## src/rtl/round_robin_grant_dec.sv

```systemverilog
// round_robin_grant_dec
//
// Receiving side of the round-robin encoder's grant stream. Decodes the
// binary grant index to a registered one-hot grant, flags grants that are
// illegal with respect to the request vector they were computed from, keeps
// a saturating grant counter per channel and raises sticky starvation flags
// for channels that request for too long without being granted.
//
// Ports:
//   clk       in   rising-edge clock
//   rst       in   asynchronous active-high reset
//   req       in   [WIDTH]    request vector aligned with id_*
//   id_valid  in   grant present this cycle
//   id_bin    in   [WIDTH_W]  binary index of the granted channel
//   cnt_clr   in   synchronous clear of grant/wait counters and starve flags
//   cnt_sel   in   [WIDTH_W]  channel shown on cnt_out
//   od_valid  out  registered id_valid
//   od_pos    out  [WIDTH]    registered one-hot grant (zero when idle or
//                             when the index is out of range)
//   od_err    out  registered illegal-grant flag
//   starve    out  [WIDTH]    sticky per-channel starvation flags
//   cnt_out   out  [CNT_W]    registered grant count of channel cnt_sel
//
// Handshake: id_valid qualifies id_bin for exactly one cycle; there is no
// ready/backpressure, a grant is accepted on every cycle id_valid is high.
module round_robin_grant_dec #(
  parameter int WIDTH        = 8,
  parameter int WIDTH_W      = $clog2(WIDTH),
  parameter int CNT_W        = 16,
  parameter int STARVE_LIMIT = 2 * WIDTH
) (
  input  logic               clk,
  input  logic               rst,
  input  logic [WIDTH-1:0]   req,
  input  logic               id_valid,
  input  logic [WIDTH_W-1:0] id_bin,
  input  logic               cnt_clr,
  input  logic [WIDTH_W-1:0] cnt_sel,
  output logic               od_valid,
  output logic [WIDTH-1:0]   od_pos,
  output logic               od_err,
  output logic [WIDTH-1:0]   starve,
  output logic [CNT_W-1:0]   cnt_out
);

  localparam int WAIT_W = $clog2(STARVE_LIMIT + 1);
  localparam logic [WAIT_W-1:0] WAIT_MAX = WAIT_W'(STARVE_LIMIT);
  localparam logic [CNT_W-1:0]  CNT_MAX  = '1;

  logic               od_valid_q, od_valid_d;
  logic [WIDTH-1:0]   od_pos_q,   od_pos_d;
  logic               od_err_q,   od_err_d;
  logic [WIDTH-1:0]   starve_q,   starve_d;
  logic [CNT_W-1:0]   cnt_out_q,  cnt_out_d;
  logic [CNT_W-1:0]   cnt_q  [WIDTH];
  logic [CNT_W-1:0]   cnt_d  [WIDTH];
  logic [WAIT_W-1:0]  wait_q [WIDTH];
  logic [WAIT_W-1:0]  wait_d [WIDTH];

  logic [31:0]        bin_ext;
  logic               bin_in_range;
  logic [WIDTH-1:0]   gnt_oh;
  logic [WIDTH-1:0]   legal_vec;

  // Out-of-range indices decode to an all-zero vector, so a single AND with
  // req covers both illegal cases (bad index and unrequested channel).
  assign bin_ext      = 32'(id_bin);
  assign bin_in_range = (bin_ext < 32'(WIDTH));
  assign gnt_oh       = bin_in_range ? (WIDTH'(1) << id_bin) : '0;
  assign legal_vec    = id_valid ? (gnt_oh & req) : '0;

  always_comb begin
    od_valid_d = id_valid;
    od_pos_d   = id_valid ? gnt_oh : '0;
    od_err_d   = id_valid && (legal_vec == '0);
    starve_d   = starve_q;
    cnt_out_d  = '0;

    for (int i = 0; i < WIDTH; i++) begin
      cnt_d[i]  = cnt_q[i];
      wait_d[i] = wait_q[i];

      if (cnt_clr) begin
        cnt_d[i]    = '0;
        wait_d[i]   = '0;
        starve_d[i] = 1'b0;
      end else begin
        if (legal_vec[i] && (cnt_q[i] != CNT_MAX)) begin
          cnt_d[i] = cnt_q[i] + CNT_W'(1);
        end

        if (!req[i] || legal_vec[i]) begin
          wait_d[i] = '0;
        end else if (wait_q[i] != WAIT_MAX) begin
          wait_d[i] = wait_q[i] + WAIT_W'(1);
        end

        // Sets on the same edge the wait counter reaches the limit.
        if (wait_d[i] == WAIT_MAX) begin
          starve_d[i] = 1'b1;
        end
      end

      // Registered view of the pre-update count; unmatched selects give 0.
      if (cnt_sel == WIDTH_W'(i)) begin
        cnt_out_d = cnt_q[i];
      end
    end
  end

  always_ff @(posedge clk or posedge rst) begin
    if (rst) begin
      od_valid_q <= 1'b0;
      od_pos_q   <= '0;
      od_err_q   <= 1'b0;
      starve_q   <= '0;
      cnt_out_q  <= '0;
      for (int i = 0; i < WIDTH; i++) begin
        cnt_q[i]  <= '0;
        wait_q[i] <= '0;
      end
    end else begin
      od_valid_q <= od_valid_d;
      od_pos_q   <= od_pos_d;
      od_err_q   <= od_err_d;
      starve_q   <= starve_d;
      cnt_out_q  <= cnt_out_d;
      for (int i = 0; i < WIDTH; i++) begin
        cnt_q[i]  <= cnt_d[i];
        wait_q[i] <= wait_d[i];
      end
    end
  end

  assign od_valid = od_valid_q;
  assign od_pos   = od_pos_q;
  assign od_err   = od_err_q;
  assign starve   = starve_q;
  assign cnt_out  = cnt_out_q;

endmodule

```

## config.mk

```make
export PLATFORM = sky130hd
export DESIGN_NAME = round_robin_grant_dec
export DESIGN_NICKNAME = d
export VERILOG_FILES = /design/src/rtl/round_robin_grant_dec.sv
export SDC_FILE = /design/constraint.sdc
export NUM_CORES = 1
export LEC_CHECK = 0
export ABC_AREA = 1
export CAP_MARGIN = 30
export CORE_ASPECT_RATIO = 1.2
export CORE_MARGIN = 2
export CORE_UTILIZATION = 60
export CTS_CLUSTER_DIAMETER = 30
export CTS_CLUSTER_SIZE = 16
export DETAILED_ROUTE_END_ITERATION = 10
export PLACE_DENSITY = 0.79
export SYNTH_ARGS = -nofsm -noshare
export SYNTH_HDL_FRONTEND = slang
export SYNTH_SLANG_ARGS = --single-unit
export TNS_END_PERCENT = 50
```

## constraint.sdc

```tcl
create_clock -name clk -period 13 [get_ports clk]
set_input_delay 1.3 -clock clk [delete_from_list [all_inputs] [get_ports clk]]
set_output_delay 1.3 -clock clk [all_outputs]
set_load 0.01 [all_outputs]
```

* After elaboration in Yosys (flattened, before gate mapping) *
Cells that the tools add are included.

word-level totals
  flip-flop bits (word level) = 202
  bits of input ports = 18
  output and inout port bits = 34
  logic and storage cells = 196

operators by class
  $add $sub $neg = 16
  order comparisons = 1
  equal/unequal tests = 31
  shifts and indexed selects = 1
  mux-type cells = 75
  bitwise gates (word level) = 1
  reductions and logical operators = 43

operators by type and width
  kind                   count
  $mux 16                24
  $mux 5                 32
  $add 16x1->16 const B  8
  $ne 16x16->1 const B   8
  $add 5x1->5 const B    8
  $eq 5x5->1 const B     8
  $ne 5x5->1 const B     8
  $reduce_bool 2->1      16
  $mux 8                 3
  $mux 1                 16
  $eq 3x3->1 const B     4
  $logic_and 1x1->1      9
  $and 8x8->8            1
  $logic_not 1->1        8
  $logic_not 8->1        1
  $logic_or 1x1->1       8
  $shl 1x3->8 const A    1
  $eq 3x2->1 const B     2
  $lt 3x4->1 const B     1
  $eq 3x1->1 const B     1
  $logic_not 3->1        1

* Longest topological paths before layout *
Gate-level depths: netlist (run 1).

  depth after elaboration = 10
  mapped depth = 10

* Worst setup path after synthesis (run 1) *
Ideal clock, no wire load.

  path kind = input to register
  start = input port id_bin[2]
  end = register cnt_q[83] (netlist bit)
  setup time = 0.117 ns
  arrival time = 2.212 ns
  data required time = 12.883 ns
  path slack = 10.671 ns
  stages = 9
  cell sequence = inv_1 > nand2_1 > nor2_2 > nand2_1 > o21ai_4 > inv_2 > buf_6 > nand2_1 > nand2_1

between the ends
  cells in the longest elaborated chain, start to end = 6

RTL lines
  element                                           line    RTL
  start: declaration                                36      input logic [WIDTH_W-1:0] id_bin,
  $lt 3x4->1 / $shl 1x3->8 (equally long branches)  68, 69
  $mux 8 (*)                                        69      assign gnt_oh = bin_in_range ? (WIDTH'(1) << id_bin) : '0;
  $and 8x8->8 (*)                                   70      assign legal_vec = id_valid ? (gnt_oh & req) : '0;
  $mux 8 (*)                                        70
  $logic_and 1x1->1 (*)                             88      if (legal_vec[i] && (cnt_q[i] != CNT_MAX)) begin
  $reduce_bool 2->1 (no source line) (*)            n/a
  end signal: indexed assignment                    129     cnt_q[i] <= cnt_d[i];
  end: declaration                                  55      logic [CNT_W-1:0] cnt_q [WIDTH];

Mark *: on every way between the ends. The rest lies on a longest branch, timed or not.
A chain may end at the register's enable or synchronous reset.

* Final worst setup path (run 1) *
  start = input port cnt_sel[1]
  end = register cnt_out_q[5] (netlist: cnt_out[5])

between the ends
  cells in the longest elaborated chain, start to end = 9

RTL lines
  element                 line  RTL
  start: declaration      38    input logic [WIDTH_W-1:0] cnt_sel,
  $logic_not 3->1         105   if (cnt_sel == WIDTH_W'(i)) begin
  $mux 16 (7 in a row)    105
  $mux 16 (*)             105
  net cnt_out_d[5]        54    logic [CNT_W-1:0] cnt_out_q, cnt_out_d;
  end signal: assignment  127   cnt_out_q <= cnt_out_d;
  end: declaration        54

The timed path passes the listed nets; every way through them passes the cells marked *.

==> out/metrics.csv, run 1 <==
stage,metric,value,unit
logic_synthesis,top_reg_cell synth,dfrtp_1,
logic_synthesis,cell taking the most area after synthesis,dfrtp_1,
logic_synthesis,cells after synthesis,1784,
routing,via count,12200,
logic_synthesis,top post-synthesis cells by area,"dfrtp_1 (40%), nand2_1 (18%), nand4_1 (9.5%), nor2_1 (7.0%), nand3_1 (4.9%)",
placed_design,DP Wirelength,23400,microns
logic_synthesis,synthesized flop and latch total,202,
grt,largest net degree at the start of global routing,125,
cts,clk root buf,clkbuf_16,
routing,TritonRoute pass-1 iters,5,
cts,Sinks on Clock Net,202,
logic_synthesis,number of flops mapped to enable cells by yosys,0,
cts,"Hold-fix buffers, CTS",0,
timing,final setup margin,9450,ps
placed_design,Final Wtd Congestion,0.941,
timing,Final Hold Fails,0,
setup_path,Setup CP Type,in -> reg,
run_status,outcome,completed,
setup_path,Max Fanout on Critical Path,30,
floorplanning,die area,22500,sq um
floorplanning,core area,20900,sq um
logic_synthesis,syn_area_per_cell,7.16,sq um
min_path,Min-Delay Path Class,reg -> reg,
timing,final slew viol count,0,
routing,Remaining DRCs,0,
timing,RSZ-0062 raised after global routing,false,
routing,Avg WL per Cell,15.9,microns
grt,number of global-route vias before repair,11400,
pwr,Lkg Pwr,6.69,nW
min_path,hold endpoint,starve[5]$_DFFE_PP0P_,
setup_path,Worst Path Required,13440,ps
min_path,hold-critical path depth,2,
setup_path,CP Launch Point,cnt_sel[1],
layout,Layout Nets,1871,
setup_path,worst r2r src,cnt_q[48]$_DFFE_PP0P_,
logic_synthesis,synth warn,0,
cts,H-tree levels,2,
routing,via/cell ratio,5.72,
grt,first-pass GRT wire length,55400,microns
timing,Fin Setup TNS,0,ps
cts,Worst-Skew Late Latency,520,ps
placed_design,# port buffers,51,
grt,gr ovfl total,0,
timing,period utilization,27.3,%
setup_path,startpoint types,input pin,
timing,fin crit period,3550,ps
min_path,worst hold start,starve[5]$_DFFE_PP0P_,
layout,fill count,1698,
logic_synthesis,top-area cell type share of the netlist area,39.6,%
cts,Clock transition at path regs,50,ps
timing,# setup viols final,0,
layout,"non-filler cells, final",2129,
floorplanning,Die Ht,164,microns
floorplanning,row cnt,58,
layout,Post-Route Utilization,70.9,%
logic_synthesis,Netlist Area Pre-Place,12800,sq um
logic_synthesis,most numerous cell in the Yosys netlist,nand2_1,
logic_synthesis,distinct cell type count after synthesis,31,
setup_path,flop2flop setup slack,10830,ps
routing,post-route antenna net violation count,0,
layout,layout cells sized above 1,7.85,%
layout,area of the multi-input gates,6810,sq um
setup_path,crit path DAT,3980,ps
layout,flip-flop and latch area,5050,sq um
timing,Slew HR,32.7,%
setup_path,cells on worst reg2reg path,8,
setup_path,Worst setup EP type,flop,
run,max cap viols,0,
floorplanning,starting density of the core,61.1,%
cts,total CTS buffers,39,
routing,DRT Wirelength,33900,microns
floorplanning,Die X,137,microns
layout,ANT cells,0,
cts,post-CTS resize count,0,
placed_design,Place WS,8980,ps
cts,Max clock buf depth,3,
cts,CTS tree,yes,
logic_synthesis,"Seq/Total Area, Yosys",39.6,%
pwr,VDD IR max,135,uV
logic_synthesis,Synth Net Count,1826,
placed_design,post-placement cell count,2057,
grt,GRT Total Usage,30.6,%
timing,Max Fclk,282,MHz
cts,post-CTS setup buffers,0,
timing,Setup Skew,14.4,ps
timing,actual slew at the worst max-slew pin,1010,ps
setup_path,worst r2r dst,cnt_q[63]$_DFFE_PP0P_,
logic_synthesis,fraction of registers with async set or reset after synthesis,100,%
layout,area grow syn2layout,16.1,%
pwr,PD cells,125,nW/um^2
floorplanning,Top Ports,52,
grt,antenna violations before repair,0,
routing,1st-iter DRT viols,970,
logic_synthesis,Commonest cells post-synth,"nand2_1 (618), nor2_1 (239), dfrtp_1 (202)",
==> cells in the final DEF (no fill, tap or decap), drive strengths merged <==
cell | netlist | layout
nor3 | 11 | 11
xor2 | 51 | 51
inv | 142 | 146
clkbuf | 10 | 51
clkinv | 0 | 4
o21bai | 13 | 13
or2 | 11 | 11
dfrtp | 202 | 202
nand4 | 193 | 193
ha | 24 | 24
nor2 | 272 | 272
clkdlybuf4s50 | 0 | 50
xnor2 | 12 | 12
nand3 | 124 | 124
buf | 43 | 6
a21oi | 8 | 8
nand2 | 627 | 627
clkinvlp | 0 | 4
bufinv | 0 | 9
nor2b | 1 | 1
o21ai | 35 | 35
nand3b | 5 | 5
==> report_power, final <==
group / internal [mW] / switching (mW) / total [mW] / leakage [nW]
clock network: 0.783 / 0.344 / 1.13 / 0.712
registers: 0.635 / 0.00413 / 0.639 / 2.81
logic: 0.0207 / 0.0615 / 0.0821 / 3.17
total: 1.44 / 0.410 / 1.85 / 6.69
==> layout make-up <==
| type | instances | area share (%) |
|---|---|---|
| clock buffers | 50 | 7.48 |
| flip-flops and latches | 202 | 34.1 |
| inverters | 142 | 3.70 |
| clock inverters | 21 | 2.50 |
| well taps | 270 | 2.28 |
| multi-input cells | 1387 | 46.0 |
| repair buffers | 57 | 3.99 |
==> worst max path at each step <==
stage / endpoint / slack [ps] / depth (start not counted)
after CTS: cnt_out[9]$_DFF_PP0_ / 9510 / 8
after global placement: cnt_out[4]$_DFF_PP0_ / 8890 / 7
final: cnt_out[5]$_DFF_PP0_ / 9450 / 5
after detailed placement: cnt_out[9]$_DFF_PP0_ / 8980 / 8
after floorplan: cnt_out[0]$_DFF_PP0_ / 6190 / 1
after global routing: cnt_out[4]$_DFF_PP0_ / 9160 / 8
==> worst max-delay path, cell delays in order <==
cell and delay (ps):
clkdlybuf4s50_1 1140, inv_2 350, nor3_2 860, nand2_1 160, nand4_1 160
==> state kept, by name (all words and copies together), names as in the netlist <==
name      flops
od_err        1
wait_q       40
cnt_q       128
starve        8
od_pos        8
cnt_out      16
od_valid      1
==> metrics by stage <==
step | hold slack [ps] | power (mW) | cell area [sq um]
after floorplan | 487 | 0.708 | 12800
after global placement | 463 | 0.726 | 13300
after detailed placement | 470 | 0.730 | 13300
after CTS | 483 | 1.85 | 14800
after global routing | 507 | 1.90 | 14800
final | 479 | 1.85 | 14800
==> per-layer routing <==
metal  track usage (%)  share of wire (%)  up-vias
li1                  -                  -     5967
met5                 0                  0        -
met3              4.94                6.4       77
met1              39.2                 42     5717
met4              10.1                2.9        0
met2              52.6                 49      422
==> logic make-up (layout without fill, tap and decap cells) <==
group                      count (synthesis)  count (layout)  synth area share [%]
and+or+nand+nor                         1244            1244                  43.8
DFF                                      202             202                  39.6
buffers and inverters                    195             270                  7.07
xor gates and xnor gates                  63              63                  4.32
AOI/OAI and AO/OA                         56              56                  2.89
adders and majority gates                 24              24                  2.35
No activity file was read; power rests on OpenSTA's default activity.
==> run 2, diff against run 1 <==
- clock period: 13 -> 3.32 ns (I/O delays scaled with it)
==> out/metrics.csv, run 2 (synthesis results as in run 1) <==
stage,metric,value,unit
run_status,outcome,completed,
placed_design,DP Wirelength,23500,microns
placed_design,# port buffers,51,
cts,post-CTS setup buffers,0,
floorplanning,Die X,137,microns
timing,period utilization,62.9,%
floorplanning,starting density of the core,61.1,%
setup_path,worst r2r src,cnt_q[80]$_DFFE_PP0P_,
layout,area grow syn2layout,16.3,%
layout,layout cells sized above 1,8.59,%
timing,# setup viols final,0,
cts,"Hold-fix buffers, CTS",0,
cts,Max clock buf depth,3,
floorplanning,row cnt,58,
pwr,Gate power share,4.6,%
routing,post-route antenna net violation count,0,
pwr,VDD IR max,433,uV
layout,Post-Route Utilization,71.1,%
setup_path,crit path DAT,2530,ps
floorplanning,Top Ports,52,
timing,RSZ-0062 raised after global routing,false,
placed_design,Final Wtd Congestion,1.00,
layout,"commonest non-fill, non-tap cell in the layout",nand2_1,
pwr,sw frac,23.0,%
routing,Remaining DRCs,0,
setup_path,Max Fanout on Critical Path,11,
pwr,Clock power frac,60.3,%
cts,H-tree levels,2,
cts,Sinks on Clock Net,202,
min_path,Min-Delay Path Class,in -> async,
setup_path,startpoint types,flop,
setup_path,Worst Path Required,3760,ps
timing,actual slew at the worst max-slew pin,902,ps
pwr,Seq pwr share,35.1,%
grt,GRT Total Usage,30.5,%
grt,antenna violations before repair,0,
grt,number of global-route vias before repair,11500,
layout,Biggest register,cnt_q,
timing,fin crit period,2090,ps
cts,post-CTS resize count,0,
layout,fill count,1678,
layout,ANT cells,0,
grt,first-pass GRT wire length,55000,microns
routing,Avg WL per Cell,15.7,microns
setup_path,CP Launch Point,cnt_q[80]$_DFFE_PP0P_,
timing,Max Fclk,479,MHz
cts,clk root buf,clkbuf_16,
layout,max reg flops,128,
setup_path,Worst setup EP type,flop,
cts,CTS tree,yes,
layout,"commonest non-fill, non-tap cells in the layout","nand2_1 (618), nor2_1 (239), dfrtp_1 (202)",
pwr,P_sw,1.64,mW
cts,Worst-Skew Late Latency,520,ps
placed_design,Post-Place Cell Area,13400,sq um
run,max cap viols,0,
setup_path,Setup CP Type,reg -> reg,
timing,final slew viol count,0,
layout,Finished Cell Area,14900,sq um
floorplanning,Die Ht,164,microns
cts,total CTS buffers,43,
pwr,Tot Pwr,7.13,mW
timing,Worst Hold Slack,225,ps
pwr,Lkg Pwr,6.72,nW
layout,Layout Nets,1885,
timing,Final Hold Fails,0,
floorplanning,die area,22500,sq um
pwr,PD cells,480,nW/um^2
timing,Slew HR,39.8,%
routing,via count,12300,
timing,Setup Skew,17.1,ps
timing,Fin Setup TNS,0,ps
routing,TritonRoute pass-1 iters,6,
floorplanning,core area,20900,sq um
cts,Clock transition at path regs,50,ps
pwr,internal power,5.49,mW
routing,DRT Wirelength,33800,microns
grt,largest net degree at the start of global routing,82,
routing,via/cell ratio,5.74,
grt,gr ovfl total,0,
routing,1st-iter DRT viols,900,
[run 2: layout make-up]
| type | instances | area (sq um) | area share [%] |
|---|---|---|---|
| well taps | 270 | 338 | 2.27 |
| flip-flops and latches | 202 | 5050 | 34.0 |
| inverters | 142 | 544 | 3.66 |
| repair buffers | 67 | 651 | 4.38 |
| clock inverters | 26 | 312 | 2.10 |
| multi-input cells | 1387 | 6810 | 45.9 |
| clock buffers | 51 | 1150 | 7.71 |
[run 2: metrics by stage]
step                instances  worst slack (ps)
global placement         2068               964
CTS                      2145              1300
finish                   2145              1230
floorplan                1784               372
detailed placement       2068               887
global route             2145              1080
[run 2: worst max-delay path, cell delays in order (launching register included)]
cell	delay (ps)
dfrtp_1	460
ha_1	290
inv_1	80
nor2_2	60
nand2_1	140
nor2_4	70
nor2_1	630
nand4_1	170
nand2_1	130
[run 2: routing by layer]
metal	vias to the layer above	track usage, %	routed length, microns	share of wire (%)
met5	-	0	0	0
met3	114	3.95	2160	6.4
met4	0	14.5	1570	4.6
met2	487	50.1	16000	48
li1	5987	-	-	-
met1	5732	39.7	14000	41
[run 2: final timing paths]
kind	to	slack (ps)	cells after the start
hold / removal	cnt_q[42]$_DFFE_PP0P_	220	2
max in group asynchronous	cnt_q[87]$_DFFE_PP0P_	2270	3
setup reg to reg	cnt_q[89]$_DFFE_PP0P_	1230	8
setup / recovery	cnt_q[89]$_DFFE_PP0P_	1230	8
min in group clk	od_valid$_DFF_PP0_	380	1
hold reg to reg	starve[6]$_DFFE_PP0P_	480	2
[run 2: power by group through the flow]
stage	sequential [mW]	combinational, mW	clock [mW]
6_report	2.50	0.327	4.30
5_1_grt	2.50	0.364	4.47
4_1_cts	2.50	0.328	4.34
3_5_place_dp	2.54	0.325	0
3_3_place_gp	2.54	0.321	0
2_1_floorplan	2.54	0.234	0
==> run 3, diff against run 2 <==
- CORE_UTILIZATION: 60 -> 56
- PLACE_DENSITY: 0.79 -> 0.77
- clock period: 3.32 -> 1.8 ns (I/O delays scaled with it)
==> out/metrics.csv, run 3 (synthesis results as in run 1) <==
stage,metric,value,unit
run_status,outcome,"finished, violations left",
run_status,failing checks,hold timing,
floorplanning,die area,24000,sq um
setup_path,Buf/Inv on CP,1,
cts,CTS tree,yes,
placed_design,DP Wirelength,25000,microns
pwr,sw frac,23.2,%
layout,"commonest non-fill, non-tap cell in the layout",nand2_1,
cts,Worst-Skew Late Latency,530,ps
routing,via count,12700,
setup_path,"most used cell, CP",nor2_4,
routing,via/cell ratio,5.67,
placed_design,Place WS,-206,ps
cts,Sinks on Clock Net,202,
pwr,Lkg Pwr,7.22,nW
pwr,Seq pwr share,34.3,%
layout,area grow syn2layout,23.1,%
layout,fill count,1736,
timing,fin crit period,1720,ps
setup_path,Worst setup EP type,flop,
pwr,VDD IR max,1100,uV
grt,number of global-route vias before repair,12500,
floorplanning,starting density of the core,56.9,%
grt,antenna violations before repair,0,
setup_path,Setup CP Type,reg -> reg,
cts,H-tree levels,2,
grt,met1 Usage GRT,39.5,%
setup_path,worst r2r dst,cnt_q[27]$_DFFE_PP0P_,
routing,TritonRoute pass-1 iters,7,
floorplanning,Top Ports,52,
setup_path,flop2flop setup slack,80,ps
min_path,Min-Delay Path Class,in -> async,
placed_design,Final Wtd Congestion,0.975,
setup_path,startpoint types,flop,
layout,max reg flops,128,
routing,DRT Wirelength,35500,microns
timing,Max Fclk,582,MHz
pwr,internal power,10.3,mW
timing,Setup Skew,18.6,ps
timing,final setup margin,80.5,ps
layout,Post-Route Utilization,70.0,%
timing,RSZ-0062 raised after global routing,false,
layout,Layout Nets,1970,
grt,M3 GR Usage,4.12,%
cts,total CTS buffers,43,
setup_path,instance count on the critical path,9,
timing,Slew HR,60.6,%
pwr,P_sw,3.12,mW
layout,Biggest register,cnt_q,
pwr,Clock power frac,60.5,%
routing,post-route antenna net violation count,0,
setup_path,crit path DAT,2180,ps
layout,ANT cells,0,
setup_path,Crit-path slowest cell,dfrtp_1,
cts,clk root buf,clkbuf_16,
timing,Final Hold Fails,4,
pwr,PD cells,856,nW/um^2
cts,Max clock buf depth,3,
timing,actual slew at the worst max-slew pin,592,ps
setup_path,"CP delay by family, top",simple AND/OR/NAND/NOR gates,
floorplanning,row cnt,60,
timing,final slew viol count,0,
floorplanning,Die Ht,169,microns
routing,Avg WL per Cell,15.8,microns
pwr,Gate power share,5.2,%
cts,Clock transition at path regs,60,ps
grt,gr ovfl total,0,
setup_path,cells on worst reg2reg path,9,
setup_path,Worst Path Required,2260,ps
setup_path,Max Fanout on Critical Path,8,
layout,"commonest non-fill, non-tap cells in the layout","nand2_1 (618), nor2_1 (239), dfrtp_1 (200)",
timing,Worst Hold Slack,-3.61,ps
routing,Remaining DRCs,0,
setup_path,CP Cell Sequence,ha_2 -> inv_1 -> nor2_4 -> nand2_2 -> nor2_4 -> nor2_4 -> nor2_4 -> nand2_1 -> nand2_1,
floorplanning,Die X,142,microns
setup_path,Max stage delay on crit path,440,ps
floorplanning,core area,22400,sq um
placed_design,# port buffers,51,
setup_path,worst r2r src,cnt_q[17]$_DFFE_PP0P_,
cts,post-CTS resize count,0,
grt,met2 Use GR,50.8,%
grt,largest net degree at the start of global routing,60,
layout,layout cells sized above 1,12.7,%
timing,period utilization,95.5,%
grt,GRT Total Usage,30.6,%
run,max cap viols,0,
grt,first-pass GRT wire length,60200,microns
cts,"Hold-fix buffers, CTS",0,
cts,post-CTS setup buffers,0,
routing,1st-iter DRT viols,1045,
grt,gr busiest metal,met2,
timing,# setup viols final,0,
placed_design,post-placement cell count,2161,
layout,"non-filler cells, final",2241,
run 3: changes by cell type in the layout (fill, tap and decap cells not counted), moves of 3 or more:
cell      before  now
buf_4         14   87
clkbuf_1       4    7
clkinv_2      10    5
buf_12         2   13
run 3: layer usage:
metal / vias up / wire [microns]
met4: 0 / 1730
met3: 121 / 2200
li1: 6147 / -
met2: 489 / 17000
met5: - / 0
met1: 5956 / 14600
run 3: cell type report:
cell class	instances	area [sq um]	share of cell area [%]
Multi-Input combinational cell	1388	6830	43.5
Sequential cell	202	5060	32.2
Timing Repair Buffer	151	1420	9.03
Clock buffer	55	1180	7.52
Inverter	142	549	3.50
Tap cell	279	349	2.22
Clock inverter	24	324	2.06
run 3: how the worst max path moves through the flow:
stage                          start                    end
2_1_floorplan                    rst   cnt_out[0]$_DFF_PP0_
3_3_place_gp              cnt_sel[0]  cnt_out[14]$_DFF_PP0_
3_5_place_dp              cnt_sel[0]   cnt_out[4]$_DFF_PP0_
4_1_cts        cnt_q[17]$_DFFE_PP0P_  cnt_q[17]$_DFFE_PP0P_
5_1_grt        cnt_q[17]$_DFFE_PP0P_  cnt_q[19]$_DFFE_PP0P_
6_report       cnt_q[17]$_DFFE_PP0P_  cnt_q[27]$_DFFE_PP0P_
run 3: through the flow:
stage | area (sq um) | power, mW | TNS (ps)
6_report | 15700 | 13.5 | 0
5_1_grt | 15700 | 13.8 | 0
4_1_cts | 15700 | 13.5 | 0
3_5_place_dp | 14200 | 5.38 | -5730
3_3_place_gp | 14200 | 5.36 | -1740
2_1_floorplan | 12800 | 5.12 | -201250
run 3: power groups by stage:
stage          combinational [mW]  sequential [mW]  clock, mW
5_1_grt                     0.778             4.61       8.44
3_5_place_dp                0.695             4.68          0
6_report                    0.705             4.61       8.14
3_3_place_gp                0.682             4.68          0
4_1_cts                     0.702             4.61       8.22
2_1_floorplan               0.431             4.68          0
